$ cat src/rtl/arcade_input_mapper.sv
// Keyboard/joystick front end for arcade cores: ps2_key events are decoded by scanning a
// run-time loadable keymap, merged with joystick inputs, optionally rotated and coin-stretched.
module arcade_input_mapper #(
  parameter int NUM_PLAYERS = 2,
  parameter int MAP_DEPTH   = 32,
  parameter int COIN_MIN    = 1200000
) (
  input  logic                         clk_sys,
  input  logic                         reset,
  input  logic [10:0]                  ps2_key,
  input  logic [16*NUM_PLAYERS-1:0]    joy_in,
  input  logic                         rotate,
  input  logic                         rotate_ccw,
  input  logic                         kbd_clear,
  input  logic                         map_we,
  input  logic [$clog2(MAP_DEPTH)-1:0] map_addr,
  input  logic [15:0]                  map_wdata,
  output logic [8*NUM_PLAYERS-1:0]     btn_out,
  output logic                         busy,
  output logic                         overflow
);

  localparam int AW = $clog2(MAP_DEPTH);
  localparam int CW = $clog2(COIN_MIN + 1);

  localparam logic [0:0] ST_IDLE = 1'b0;
  localparam logic [0:0] ST_SCAN = 1'b1;

  localparam logic [AW-1:0] LAST_IDX  = AW'(MAP_DEPTH - 1);
  localparam logic [CW-1:0] COIN_LOAD = CW'(COIN_MIN - 1);

  typedef struct packed {
    logic       pressed;
    logic [8:0] code;
  } ev_t;

  typedef logic [NUM_PLAYERS-1:0][7:0] key_vec_t;

  logic [MAP_DEPTH-1:0] map_valid_q;
  logic [14:0]          map_data_q [MAP_DEPTH];

  logic [0:0]    state_q, state_d;
  logic [AW-1:0] idx_q, idx_d;
  logic          toggle_q;
  ev_t           cur_q, cur_d;
  ev_t           pend_q, pend_d;
  logic          pend_valid_q, pend_valid_d;
  logic          overflow_q, overflow_d;
  key_vec_t      work_q, work_d;
  key_vec_t      key_q, key_d;
  key_vec_t      work_upd;

  logic          ev_strobe;
  ev_t           new_ev;
  logic [14:0]   ent;
  logic          ent_hit;

  // NOTE: sequential state uses non-blocking assignments so every flop samples pre-edge values.
  always_ff @(posedge clk_sys or posedge reset) begin
    if (reset) begin
      map_valid_q <= '0;
    end else if (map_we) begin
      map_valid_q[map_addr] <= map_wdata[15];
    end
  end

  // NOTE: only the valid bits are reset; the payload array stays unreset so it maps to plain storage.
  always_ff @(posedge clk_sys) begin
    if (map_we) begin
      map_data_q[map_addr] <= map_wdata[14:0];
    end
  end

  assign ev_strobe = ps2_key[10] ^ toggle_q;
  assign new_ev    = ev_t'(ps2_key[9:0]);
  assign ent       = map_data_q[idx_q];
  assign ent_hit   = (state_q == ST_SCAN) && map_valid_q[idx_q] &&
                     (ent[14] ? (ent[7:0] == cur_q.code[7:0]) : (ent[8:0] == cur_q.code));

  // Matches accumulate in a working copy that is committed after the last entry.
  always_comb begin
    work_upd = work_q;
    for (int p = 0; p < NUM_PLAYERS; p++) begin
      if (ent_hit && (ent[13:12] == 2'(p))) begin
        work_upd[p][ent[11:9]] = cur_q.pressed;
      end
    end
  end

  // NOTE: every variable gets a default first so no path leaves it unassigned (no latches).
  always_comb begin
    state_d      = state_q;
    idx_d        = idx_q;
    cur_d        = cur_q;
    pend_d       = pend_q;
    pend_valid_d = pend_valid_q;
    overflow_d   = overflow_q;
    work_d       = work_q;
    key_d        = key_q;
    if (kbd_clear) begin
      state_d      = ST_IDLE;
      idx_d        = '0;
      pend_valid_d = 1'b0;
      overflow_d   = 1'b0;
      key_d        = '0;
    end else if (state_q == ST_IDLE) begin
      if (ev_strobe) begin
        state_d = ST_SCAN;
        idx_d   = '0;
        cur_d   = new_ev;
        work_d  = key_q;
      end
    end else if (idx_q != LAST_IDX) begin
      idx_d  = idx_q + AW'(1);
      work_d = work_upd;
      if (ev_strobe) begin
        if (pend_valid_q) begin
          overflow_d = 1'b1;
        end else begin
          pend_valid_d = 1'b1;
          pend_d       = new_ev;
        end
      end
    end else begin
      key_d  = work_upd;
      work_d = work_upd;
      idx_d  = '0;
      if (pend_valid_q) begin
        cur_d        = pend_q;
        pend_valid_d = ev_strobe;
        if (ev_strobe) begin
          pend_d = new_ev;
        end
      end else if (ev_strobe) begin
        cur_d = new_ev;
      end else begin
        state_d = ST_IDLE;
      end
    end
  end

  always_ff @(posedge clk_sys or posedge reset) begin
    if (reset) begin
      state_q      <= ST_IDLE;
      idx_q        <= '0;
      toggle_q     <= 1'b0;
      cur_q        <= '0;
      pend_q       <= '0;
      pend_valid_q <= 1'b0;
      overflow_q   <= 1'b0;
      work_q       <= '0;
      key_q        <= '0;
    end else begin
      state_q      <= state_d;
      idx_q        <= idx_d;
      toggle_q     <= ps2_key[10];
      cur_q        <= cur_d;
      pend_q       <= pend_d;
      pend_valid_q <= pend_valid_d;
      overflow_q   <= overflow_d;
      work_q       <= work_d;
      key_q        <= key_d;
    end
  end

  assign busy     = (state_q == ST_SCAN);
  assign overflow = overflow_q;

  for (genvar g = 0; g < NUM_PLAYERS; g++) begin : g_player
    logic [15:0]   joy;
    logic [7:0]    unused_joy;
    logic [7:0]    joy_btn;
    logic [7:0]    raw;
    logic [3:0]    dirs;
    logic [CW-1:0] coin_cnt_q, coin_cnt_d;
    logic          coin_prev_q;
    logic [7:0]    btn_q, btn_d;

    assign joy        = joy_in[16*g +: 16];
    assign unused_joy = joy[15:8];
    // Joystick order R,L,D,U,fire1,start,coin,fire2 -> button order U,D,L,R,fire1,fire2,start,coin.
    assign joy_btn    = {joy[6], joy[5], joy[7], joy[4], joy[0], joy[1], joy[2], joy[3]};
    assign raw        = key_q[g] | joy_btn;

    assign dirs = !rotate   ? raw[3:0] :
                  rotate_ccw ? {raw[1], raw[0], raw[2], raw[3]} :
                               {raw[0], raw[1], raw[3], raw[2]};

    assign coin_cnt_d = (raw[7] && !coin_prev_q) ? COIN_LOAD :
                        (coin_cnt_q != '0)       ? coin_cnt_q - CW'(1) : coin_cnt_q;
    assign btn_d      = {raw[7] | (coin_cnt_q != '0), raw[6:4], dirs};

    always_ff @(posedge clk_sys or posedge reset) begin
      if (reset) begin
        coin_cnt_q  <= '0;
        coin_prev_q <= 1'b0;
        btn_q       <= '0;
      end else begin
        coin_cnt_q  <= coin_cnt_d;
        coin_prev_q <= raw[7];
        btn_q       <= btn_d;
      end
    end

    assign btn_out[8*g +: 8] = btn_q;
  end

endmodule
$ cat config.mk
export PLATFORM = sky130hd
export DESIGN_NAME = arcade_input_mapper
export DESIGN_NICKNAME = d
export VERILOG_FILES = /design/src/rtl/arcade_input_mapper.sv
export SDC_FILE = /design/constraint.sdc
export NUM_CORES = 1
export LEC_CHECK = 0
export BUFFER_PORTS_ARGS = -buffer_cell sky130_fd_sc_hd__buf_2
export CORE_AREA = 4 4 234 236
export DETAILED_ROUTE_END_ITERATION = 7
export DIE_AREA = 0 0 238 240
export PLACE_DENSITY = 0.66
export SLEW_MARGIN = 10
export SYNTH_ARGS = -nofsm -noshare
export SYNTH_HDL_FRONTEND = slang
export SYNTH_SLANG_ARGS = --single-unit
$ cat constraint.sdc
create_clock -name clk_sys -period 7 [get_ports clk_sys]
set_clock_uncertainty 0.2 [all_clocks]
set_input_delay 1.05 -clock clk_sys [delete_from_list [all_inputs] [get_ports clk_sys]]
set_output_delay 1.05 -clock clk_sys [all_outputs]
set_load 0.1 [all_outputs]
Word level (Yosys, flattened, before mapping)
Memory sizes are Yosys's and may differ from the RTL's.
Cells that the tools add are included.
Storage, ports and cells
  bits of input ports: 70
  memories kept: 1
  output and inout port bits: 18
  bits in writable memories: 480
  logic and storage cells: 126
  flip-flop bits (word level): 153
Operators by class
  magnitude comparators: 5
  mux-type cells: 55
  reductions and logical operators: 28
  equal/unequal tests: 8
  $add $sub $neg: 3
  bitwise gates (word level): 6
Memories
  map_data_q: words 32, width 15, read ports 1, clocked after Yosys merged registers in 0, write ports 1, RTL line 40  | logic [14:0] map_data_q [MAP_DEPTH];
Operator list (count)
  10-bit two-way mux: 9
  21-bit two-way mux: 4
  16-bit two-way mux: 5
  21-bit nonzero test: 2
  21-bit by 1-bit subtractor with 21-bit output (second input constant): 2
  32-bit bitwise mux: 1
  1-bit two-way mux: 21
  5-bit two-way mux: 4
  8-bit bitwise mux: 2
  4-bit two-way mux: 4
  8-bit two-way mux: 2
  8-bit bitwise OR: 2
  2-bit nonzero test: 8
  5-bit by 6-bit < comparator with 1-bit output (second input constant): 2
  9-bit equality test: 1
  8-bit equality test: 1
  1-bit logical AND: 8
  2-bit AND reduction: 4
  2-bit != test (second input constant): 3
  5-bit by 1-bit adder with 5-bit output (second input constant): 1
  1-bit binary-select mux with 5-bit select: 1
  1-bit demux with 5-bit select: 1
  5-bit by 1-bit greater-or-equal comparator with 1-bit output (second input constant): 1
  5-bit != test (second input constant): 1
  other kinds (13): 15

Depth between registers and ports, before layout
Gate-level depths: netlist of run 1.
An unclocked memory read counts as a cell.
  depth in word-level cells: 10
  depth in mapped cells: 15
  depth with buffers taken out: 10

Worst setup path before layout of run 1
Ideal clock, no wire load.
  kind: register to register
  start point: register idx_q[2]
  end point: register work_q[5] (netlist bit)
  setup time: 124 ps
  data arrival time: 3047 ps
  stages on the path, launching flop included: 13
  required time: 6676 ps
  setup slack: 3629 ps
  cell sequence: dfrtp_1 > buf_2 > buf_2 > buf_2 > buf_1 > mux4_2 > a32oi_1 > a22oi_1 > xor2_1 > a211oi_2 > buf_2 > a41oi_1 > o21bai_1
On the way
  cells in the longest elaborated chain, start to end: 8
  elaborated cells between the ends (all ways): 18
  classes of those cells: order compare: 2; eq/ne: 2; mux: 8; reduce/logical: 5; memory: 1
Ends and longest elaborated chain
  start, declared: RTL line 43  | logic [AW-1:0] idx_q, idx_d;
  start signal, assigned: RTL line 155  | idx_q <= idx_d;
  memory 32 x 15 bit
  3-bit by 4-bit < comparator with 1-bit output (implied by the code) / 3-bit by 1-bit greater-or-equal comparator with 1-bit output (equally long branches): RTL line 85  | work_upd[p][ent[11:9]] = cur_q.pressed;
  1-bit logical AND (implied by the code): RTL line 85
  1-bit two-way mux (implied by the code): RTL line 85
  1-bit demux with 3-bit select: RTL line 85
  8-bit bitwise mux: RTL line 85
  8-bit two-way mux (*): RTL line 84  | if (ent_hit && (ent[13:12] == 2'(p))) begin
  16-bit two-way mux (*): RTL line 106  | end else if (state_q == ST_IDLE) begin
  end signal, assigned: RTL line 161  | work_q <= work_d;
  end, declared: RTL line 49  | key_vec_t work_q, work_d;
Mark *: on every way between the ends. The rest lies on a longest branch, timed or not. The select of a mux whose other input is x is not followed.
A chain may end at the register's enable or synchronous reset.

Worst setup path in the final report of run 1
  start point: register idx_q[4]
  end point: register work_q[0] (netlist bit)
The elaborated chain is that of the path after synthesis.

==> qor.yml, run 1 <==
yosys:
  yosys.area_share.simple: 0.0751
  synth_xor_area_frac: 0.00971
  synth_ff_type: "edfxtp_1"
  seq_area_frac_synth: 0.697
  synth_compound_area_frac: 0.0610
  synth_top_family_by_area: "multiplexers"
  synth_nets: 1694
  synth_cell_types: 62
  syn_area_mm2: 0.0262
  synth_area_per_cell_um2: 16.1
  yosys_warnings: 0
  synth_fa_ha_area_frac: 0.00191
  ys_async_sr_fraction: 0.242
  muxShareOfSynthArea: 0.137
  synth_enable_flop_cells: 480
  synthCells: 1620
  synth_seq_cells: 633
power:
  p_leak_uw: 0.00976
  power_density_mw_per_mm2: 272
  max-vdd-ir-drop_mv: 0.198
  power_uw: 7950
global_routing:
  track_usage: 0.213
  antenna_found_initial: 3
  grt_pass1_wl_um: 92700
  grt_max_degree: 87
  grt_pass1_vias: 15100
  grt_overflow: 0
drt:
  met3_wirelength_um: 4170
  top_layer: "met5"
  drt_iter0_markers: 1490
  via_per_inst: 6.08
  wl_met2_um: 29200
  antenna_left: 0
  drt-total-wl_um: 60500
  drc: 0
  num_vias: 14900
  wire_per_inst_um: 24.7
  drt-met1-wl_um: 25800
  drtPass1Iterations: 5
place:
  post_dp_cell_area_mm2: 0.0274
  gp_congestion: 0.779
  hpwl_um: 36400
  place_ws_ns: 2.01
  io_buffers: 71
final_layout:
  nets: 1790
  syn_to_final_growth_pct: 11.9
  fill_cells: 4032
  drive_gt1_frac: 0.240
  finalInstanceArea_mm2: 0.0293
timing:
  fin_crit_sh: 0.717
  fin_ws_ns: 1.98
  max_slew_margin: 0.228
  tns_ns: 0
  fin_worst_hold_slack_ns: 0.304
  tightest_slew_ns: 1.16
  setup_viol: 0
  drv_slew: 0
  fin_crit_ns: 5.02
  rsz0062_at_grt: "false"
  fmax_ghz: 0.199
  hold_viol: 0
cts:
  clock_latency_ns: 0.62
  post-cts-setup-buffer-count: 0
  cts_buffers: 61
  cts_tree: "yes"
  cts_resized: 0
  hold_buffers: 0
  cts_sinks: 633
  ctsHtreeMaxLevel: 2
  clkTransAtPathRegs_ns: 0.06
  cts_root_buf: "clkbuf_16"
  clockBufferDepth: 3
critical_path:
  crit_path_end_kind: "register"
  crit_path_start_kind: "register"
  crit_top_cell: "buf_4"
  path_cells: "clkinv_1 -> buf_4 -> o221ai_1 -> a211oi_1 -> o21a_1 -> or4b_4 -> nor4_4 -> buf_4 -> nand2_1 -> o21bai_1"
  cp_max_fo: 50
  arrival_ns: 5.36
  cpMaxStageDelayCell: "dfrtp_1"
  critPathMaxStageDelay_ns: 0.92
  cp.required_ns: 7.34
  path_class: "register to register"
die:
  die_h_um: 240
  rows: 84
  initial_core_util: 0.499
  die_area_mm2: 0.0571
  ios: 88
  die_w_um: 238
  core_area_mm2: 0.0524
hold_path:
  min_path_type: "register to register"
run:
  maxCapViolCount: 0
run_status:
  status: "finished clean"
flip-flops by register name, summed over array words and instances (netlist names), 2 cells and up:
| register | count |
|---|---|
| map_valid_q | 32 |
| map_data_q | 480 |
| idx_q | 5 |
| pend_q | 10 |
| work_q | 16 |
| cur_q | 10 |
| g_player.btn_q | 16 |
| g_player.coin_prev_q | 2 |
| g_player.coin_cnt_q | 42 |
| key_q | 16 |
cells in the mapped netlist (8+ instances only):
library cell | count | area share
a22oi_1 | 13 | 0.0037
o221ai_1 | 16 | 0.0054
a31oi_1 | 10 | 0.0024
or3_1 | 12 | 0.0029
nor3_1 | 33 | 0.0063
xor2_1 | 9 | 0.0030
xnor2_1 | 20 | 0.0067
o22ai_1 | 12 | 0.0029
and2_1 | 16 | 0.0038
mux2i_1 | 59 | 0.023
buf_2 | 25 | 0.0048
mux2_2 | 53 | 0.023
dfrtp_1 | 153 | 0.15
nand3_1 | 41 | 0.0078
nor2b_1 | 11 | 0.0026
clkbuf_1 | 43 | 0.0062
or2_2 | 15 | 0.0036
nor2_1 | 112 | 0.016
nand2b_1 | 8 | 0.0019
a211oi_1 | 11 | 0.0032
inv_1 | 12 | 0.0017
a21oi_1 | 50 | 0.0096
o21bai_1 | 12 | 0.0034
nand4_1 | 22 | 0.0053
o21ai_0 | 30 | 0.0057
mux4_2 | 106 | 0.091
a22o_1 | 13 | 0.0044
buf_4 | 16 | 0.0046
edfxtp_1 | 480 | 0.55
a31o_2 | 16 | 0.0054
nand2_1 | 107 | 0.015
path summary, 6_finish.rpt:
path                                      start                          to  slack (ns)  cells after the start
worst max-delay path                   idx_q[4]                   work_q[0]        1.98                     10
worst min-delay path            map_valid_q[22]             map_valid_q[22]        0.30                      1
worst max register to register         idx_q[4]                   work_q[0]        1.98                     10
worst min register to register  map_valid_q[22]             map_valid_q[22]        0.30                      1
max in group asynchronous                 reset  g_player[1].coin_cnt_q[17]        4.78                      3
min in group asynchronous                 reset   g_player[0].coin_cnt_q[5]        0.36                      2
cell usage in the layout, fill, tap and decap left out, types with 48 or more instances in the layout:
master	Yosys	layout
mux2i_1	59	59
buf_2	25	71
a21oi_1	50	50
edfxtp_1	480	480
clkbuf_16	0	62
mux4_2	106	106
buf_4	16	48
dfrtp_1	153	150
nor2_1	112	82
mux2_2	53	53
nand2_1	107	107
per-layer routing:
| layer | track usage | vias up |
|---|---|---|
| li1 | - | 6552 |
| met1 | 0.305 | 7744 |
| met2 | 0.349 | 551 |
| met3 | 0.0313 | 81 |
| met4 | 0.0558 | 4 |
| met5 | 0 | - |
stage by stage:
step	utilization	std cells
after floorplan	-	1620
after global placement	0.523	2341
after detailed placement	0.523	2341
after CTS	0.558	2453
after global routing	0.558	2453
final	0.558	2454
report_power, final:
group / internal (uW) / switching, uW
Clock: 1710 / 1360
Sequential: 4180 / 86.5
Combinational: 233 / 382
Total: 6120 / 1830
cell families after synthesis:
family / Yosys count
compound gates: 229
fa+ha+maj: 4
mux: 218
simple gates: 407
buf+inv: 100
flops: 633
xor+xnor: 29
cell type report:
cell class | count | area, um2 | share of cell area
Tap cell | 688 | 861 | 0.0294
Antenna cell | 1 | 2.50 | 0.0000855
Sequential cell | 633 | 18300 | 0.624
Inverter | 13 | 53.8 | 0.00184
Timing Repair Buffer | 120 | 736 | 0.0251
Clock buffer | 88 | 1660 | 0.0567
Clock inverter | 24 | 161 | 0.00552
Multi-Input combinational cell | 887 | 7530 | 0.257
critical path: cells and delay by family, from the launching register on:
family,cells,cell delay [ns]
and+or+nand+nor,3,1.45
buffers and inverters,3,1.58
DFF,1,0.92
AOI/OAI and AO/OA,4,0.76
(Power assumes the default switching activity.)
==> run 2, diff against run 1 <==
Settings changed: PLACE_DENSITY 0.66 to 0.69.
Clock period 7 ns to 4.5 ns, I/O delays scaled along.
==> run 2 against run 1 <==
  * Clock power up 71%
  * Sequential share of layout area down 1.1 points
  * Wire length up 2.5%
  * Highest routed layer unchanged
  * Core utilization up 0.99 points
==> qor.yml, run 2 (synthesis gave the netlist of run 1 again) <==
power:
  power_density_mw_per_mm2: 433  # +59%
  max-vdd-ir-drop_mv: 0.242  # +22%
  p_leak_uw: 0.0100  # +2.9%
critical_path:
  cp_num_buf_inv: 1  # -2
  cp.required_ns: 4.79  # -2.55 ns
  arrival_ns: 4.33  # -1.03 ns
  cp_top_family: "simple AND/OR/NAND/NOR gates"
  critPathMaxStageDelay_ns: 0.66  # -0.26 ns
  cpMaxStageDelayCell: "dfrtp_4"
  r2r_cells: 9  # -1
  path_class: "register to register"
  rr_endpoint: "work_q[14]"
  crit_start: "idx_q[1]"
  crit_path_start_kind: "register"
  crit_path_end_kind: "register"
  r2r-start: "idx_q[1]"
  path_cells: "mux4_2 -> mux2_2 -> a221oi_1 -> nor3_1 -> or4b_4 -> nor4_4 -> buf_12 -> nand2_2 -> o21ai_0"
  cp_max_fo: 50  # unchanged
  ff2ff_setup_slack_ns: 0.46  # -1.52 ns
cts:
  cts_buffers: 66  # +8.2%
  cts_root_buf: "clkbuf_16"
  cts_sinks: 633  # unchanged
  clkTransAtPathRegs_ns: 0.06  # about the same
  cts_tree: "yes"
  clockBufferDepth: 3  # unchanged
  ctsHtreeMaxLevel: 3  # +1
  clock_latency_ns: 0.59  # -0.03 ns
drt:
  drc: 0  # unchanged
  drtPass1Iterations: 5  # unchanged
  drt_iter0_markers: 1674  # +12%
  antenna_left: 0  # unchanged
  via_per_inst: 6.13  # +0.69%
  num_vias: 15200  # +1.8%
  drt-total-wl_um: 62000  # +2.5%
  wire_per_inst_um: 25.0  # +1.4%
hold_path:
  min_path_cells: 1  # unchanged
  min_path_type: "input pin to register"
  hp-start: "ps2_key[10]"
  holdPathEnd: "toggle_q"
final_layout:
  final_cell_mix: "edfxtp_1, dfrtp_1, nand2_1, mux4_2, nor2_1"
  n_antenna_cell: 0  # -1
  finish.utilization: 0.568  # +0.00992
  nets: 1823  # +1.8%
  syn_to_final_growth_pct: 13.8
  finalInstanceArea_mm2: 0.0298  # +1.8%
  drive_gt1_frac: 0.261  # +0.0209
  largest_register: "map_data_q"
  largest_reg_flops: 480  # unchanged
  biggestRegsByFlops: "map_data_q (480), g_player.coin_cnt_q (42), map_valid_q (32)"
  layout_commonest_cell: "edfxtp_1"
die:
  die_area_mm2: 0.0571  # unchanged
  ios: 88  # unchanged
  die_w_um: 238  # unchanged
  core_area_mm2: 0.0524  # unchanged
  rows: 84  # unchanged
  die_h_um: 240  # unchanged
  initial_core_util: 0.499  # unchanged
global_routing:
  grt_max_degree: 73  # -16%
  grt_pass1_wl_um: 94500  # +1.9%
  grt_overflow: 0  # unchanged
  antenna_found_initial: 1  # -2
  grt_pass1_vias: 15200  # +0.44%
  track_usage: 0.219  # +0.00565
timing:
  fin_worst_hold_slack_ns: 0.0528  # -0.251 ns
  fmax_ghz: 0.248  # +24%
  setup_viol: 0  # unchanged
  hold_viol: 0  # unchanged
  fin_crit_sh: 0.897  # +0.180
  max_slew_margin: 0.309  # +0.0807
  tightest_slew_ns: 1.04  # -0.121 ns
  fin_crit_ns: 4.04  # -0.982 ns
  drv_slew: 0  # unchanged
  fin_ws_ns: 0.462  # -1.52 ns
  tns_ns: 0  # unchanged
  rsz0062_at_grt: "false"
place:
  place_ws_ns: 0.207  # -1.80 ns
  io_buffers: 71  # unchanged
  gp_congestion: 0.798  # +2.5%
  hpwl_um: 39100  # +7.4%
  post_dp_cell_area_mm2: 0.0277  # +1.0%
run:
  maxCapViolCount: 0  # unchanged
run_status:
  status: "finished clean"
==> run 2: cell types whose count changed in the layout (fill, tap and decap cells not counted), moves of 2 or more <==
cell        delta
bufinv_16      +2
clkinv_2       +2
clkinvlp_4     +2
clkbuf_16      +8
nor2_1         -2
clkinv_1       -7
clkbuf_1       -8
buf_12         +7
nor2_2         +2
buf_4         +20
==> run 2: final cells by class <==
cell class | instances | area (um2)
clock buffers | 88 | 1830
clock inverters | 23 | 214
fillers | 4001 | 22700
inverters | 13 | 52.6
multi-input cells | 887 | 7530
flip-flops and latches | 633 | 18300
well taps | 688 | 861
repair buffers | 148 | 1040
==> run 2: metrics by stage <==
stage,power (uW),instances
after floorplan,7390,1620
after global placement,7710,2367
after detailed placement,7760,2367
after CTS,13000,2478
after global routing,13300,2480
final,12900,2480
==> run 2: timing repair <==
action | CTS | global route
resized for setup | 0 | 1
endpoints found under the hold margin | 0 | 11
setup endpoints to repair | 0 | 15
hold buffers | 0 | 1
setup buffers | 0 | 0
==> run 2: how the worst max path moves through the flow <==
| stage | to | cells after the start |
|---|---|---|
| 6_report | work_q[14] | 9 |
| 3_3_place_gp | work_q[11] | 11 |
| 3_5_place_dp | work_q[14] | 11 |
| 5_1_grt | work_q[11] | 10 |
| 2_1_floorplan | work_q[5] | 12 |
| 4_1_cts | work_q[14] | 11 |
==> run 2: per-layer routing <==
metal  vias to the layer above  global-route usage  part of all wire
met5                         -                   0           0.00021
met2                       594               0.350              0.48
met3                        98              0.0414             0.076
met1                      7893               0.315              0.42
li1                       6607                   -                 -
met4                         2              0.0556             0.024
==> run 2: report_power, final <==
part / switching, uW / internal, uW
logic: 605 / 392
registers: 142 / 6510
clock network: 2170 / 3070
==> run 3, diff against run 2 <==
Settings changed: PLACE_DENSITY 0.69 to 0.66.
Clock period 4.5 ns to 4.3 ns, I/O delays scaled along.
==> run 3 against run 2 <==
  * Hold slack lost 0.0029 ns
  * Critical path depth grew 1
  * Clock power is essentially flat
  * Maximum frequency grew 2.4%
==> qor.yml, run 3 (synthesis gave the netlist of run 1 again) <==
drt:
  drt_iter0_markers: 1502  # -10%
  drtPass1Iterations: 5  # unchanged
  via_per_inst: 6.03  # -1.6%
  num_vias: 15000  # -1.4%
  wire_per_inst_um: 24.6  # -1.6%
  antenna_left: 0  # unchanged
  drc: 0  # unchanged
  drt-total-wl_um: 61200  # -1.3%
hold_path:
  min_path_type: "input pin to register"
  hp-start: "joy_in[22]"
critical_path:
  path_class: "register to register"
  cp.required_ns: 4.59  # -0.20 ns
  path_cells: "mux4_2 -> mux2_2 -> a221oi_1 -> nor3_1 -> or4b_4 -> nor4_4 -> buf_12 -> buf_4 -> a31oi_1 -> o21bai_1"
  crit_path_end_kind: "register"
  cp_max_fo: 39  # -22%
  crit_start: "idx_q[1]"
  ff2ff_setup_slack_ns: 0.35  # -0.11 ns
  crit_path_start_kind: "register"
  cpMaxStageDelayCell: "dfrtp_4"
  critPathMaxStageDelay_ns: 0.65  # about the same
  r2r-start: "idx_q[1]"
  arrival_ns: 4.23  # -0.10 ns
power:
  max-vdd-ir-drop_mv: 0.327  # +35%
  seqPwrFrac: 0.527  # +0.011
  power_density_mw_per_mm2: 445  # +2.7%
  p_int_uw: 10200  # +2.2%
  p_sw_frac: 0.227  # +0.00126
  pwr-share-clk: 0.395  # -0.012
  p_leak_uw: 0.00999  # -0.52%
  comb_power_share: 0.079  # +0.002
  switchingPower_uw: 3000  # +3.0%
final_layout:
  biggestRegsByFlops: "map_data_q (480), g_player.coin_cnt_q (42), map_valid_q (32)"
  syn_to_final_growth_pct: 13.5
  ff_latch_area_mm2: 0.0183  # unchanged
  nets: 1822  # -0.055%
  instances_no_fill: 2486  # +0.24%
  multi_input_area_mm2: 0.00753  # unchanged
  fill_cells: 4009  # +0.20%
  layout_commonest_cell: "edfxtp_1"
  final_cell_mix: "edfxtp_1, dfrtp_1, nand2_1, mux4_2, nor2_1"
  drive_gt1_frac: 0.256  # -0.00518
  largest_reg_flops: 480  # unchanged
  finish.utilization: 0.566  # -0.00177
  largest_register: "map_data_q"
die:
  ios: 88  # unchanged
  initial_core_util: 0.499  # unchanged
  die_w_um: 238  # unchanged
  core_area_mm2: 0.0524  # unchanged
  die_area_mm2: 0.0571  # unchanged
  rows: 84  # unchanged
  die_h_um: 240  # unchanged
place:
  hpwl_um: 38400  # -1.8%
  gp_congestion: 0.791  # -0.86%
  place_inst: 2365  # -0.084%
  io_buffers: 71  # unchanged
global_routing:
  grt_overflow: 0  # unchanged
  grt_pass1_vias: 15100  # -0.57%
  grt_pass1_wl_um: 93800  # -0.74%
  antenna_found_initial: 2  # +1
  grt_max_degree: 93  # +27%
  track_usage: 0.216  # -0.00287
timing:
  fin_crit_sh: 0.917  # +0.0201
  drv_slew: 0  # unchanged
  tns_ns: 0  # unchanged
  max_slew_margin: 0.297  # -0.0117
  fin_crit_ns: 3.95  # -0.0929 ns
  hold_viol: 0  # unchanged
  rsz0062_at_grt: "false"
  setup_viol: 0  # unchanged
  tightest_slew_ns: 1.05  # +0.0124 ns
  fmax_ghz: 0.253  # +2.4%
cts:
  ctsHtreeMaxLevel: 2  # -1
  cts_buffers: 61  # -7.6%
  clkTransAtPathRegs_ns: 0.06  # about the same
  post-cts-setup-buffer-count: 0  # unchanged
  cts_root_buf: "clkbuf_16"
  clock_latency_ns: 0.62  # +0.03 ns
  cts_tree: "yes"
  clockBufferDepth: 3  # unchanged
  cts_sinks: 633  # unchanged
run:
  maxCapViolCount: 0  # unchanged
run_status:
  status: "finished clean"
[run 3: cell count changes in the layout (fill, tap and decap cells not counted), moves of 2 or more]
cell | previous run | this run
buf_12 | 8 | 6
bufinv_16 | 4 | 6
clkbuf_1 | 17 | 13
clkbuf_16 | 70 | 62
clkinv_1 | 10 | 20
clkinv_2 | 7 | 10
dlygate4sd3_1 | 1 | 8
inv_6 | 2 | 0
[run 3: area by class of cell]
type                    count  area share
diodes                      1   0.0000843
well taps                 688      0.0290
clock inverters            37      0.0110
multi-input cells         887       0.254
clock buffers              75      0.0539
inverters                  13     0.00177
repair buffers            152      0.0357
flip-flops and latches    633       0.615
[run 3: per-layer routing]
metal,global-route usage,routed length [um],vias to the layer above
li1,-,-,6624
met4,0.0552,1370,2
met5,0,13,-
met1,0.313,26600,7794
met3,0.0284,3530,85
met2,0.353,29700,480
[run 3: critical path: cells and delay by family (launching register included)]
family	cells	cell delay, ns
AOI/OAI and AO/OA	3	0.57
buffers and inverters	2	0.47
DFF	1	0.65
muxes	2	0.87
and+or+nand+nor	3	1.04
[run 3: per-stage QoR]
step / area, um2 / worst slack (ns) / total power [uW] / hold slack (ns)
global placement: 27700 / 0.148 / 8060 / 0.285
floorplan: 26200 / 0.929 / 7730 / 0.264
detailed placement: 27700 / 0.129 / 8100 / 0.291
global route: 29700 / 0.0888 / 13700 / 0.0482
CTS: 29700 / 0.125 / 13300 / 0.0125
finish: 29700 / 0.355 / 13200 / 0.0499
[run 3: final timing paths]
| check | end | depth (start not counted) |
|---|---|---|
| max | work_q[12] | 10 |
| min in group asynchronous | key_q[4] | 4 |
| min | g_player[1].coin_prev_q | 3 |
| max in group asynchronous | g_player[1].coin_cnt_q[5] | 4 |
| min reg2reg | key_q[5] | 2 |
| max reg2reg | work_q[12] | 10 |
[run 3: timing repair]
item,in CTS,in global routing
endpoints found under the setup margin,0,15
resized for setup,0,1
hold endpoints to repair,57,0
hold buffers,8,0
[run 3: power groups by stage]
| stage | registers [uW] | clock network, uW | logic, uW |
|---|---|---|---|
| after floorplan | 7090 | 0 | 640 |
| after global placement | 7060 | 0 | 1000 |
| after detailed placement | 7070 | 0 | 1030 |
| after CTS | 6950 | 5300 | 1040 |
| after global routing | 6970 | 5570 | 1120 |
| final | 6950 | 5210 | 1040 |
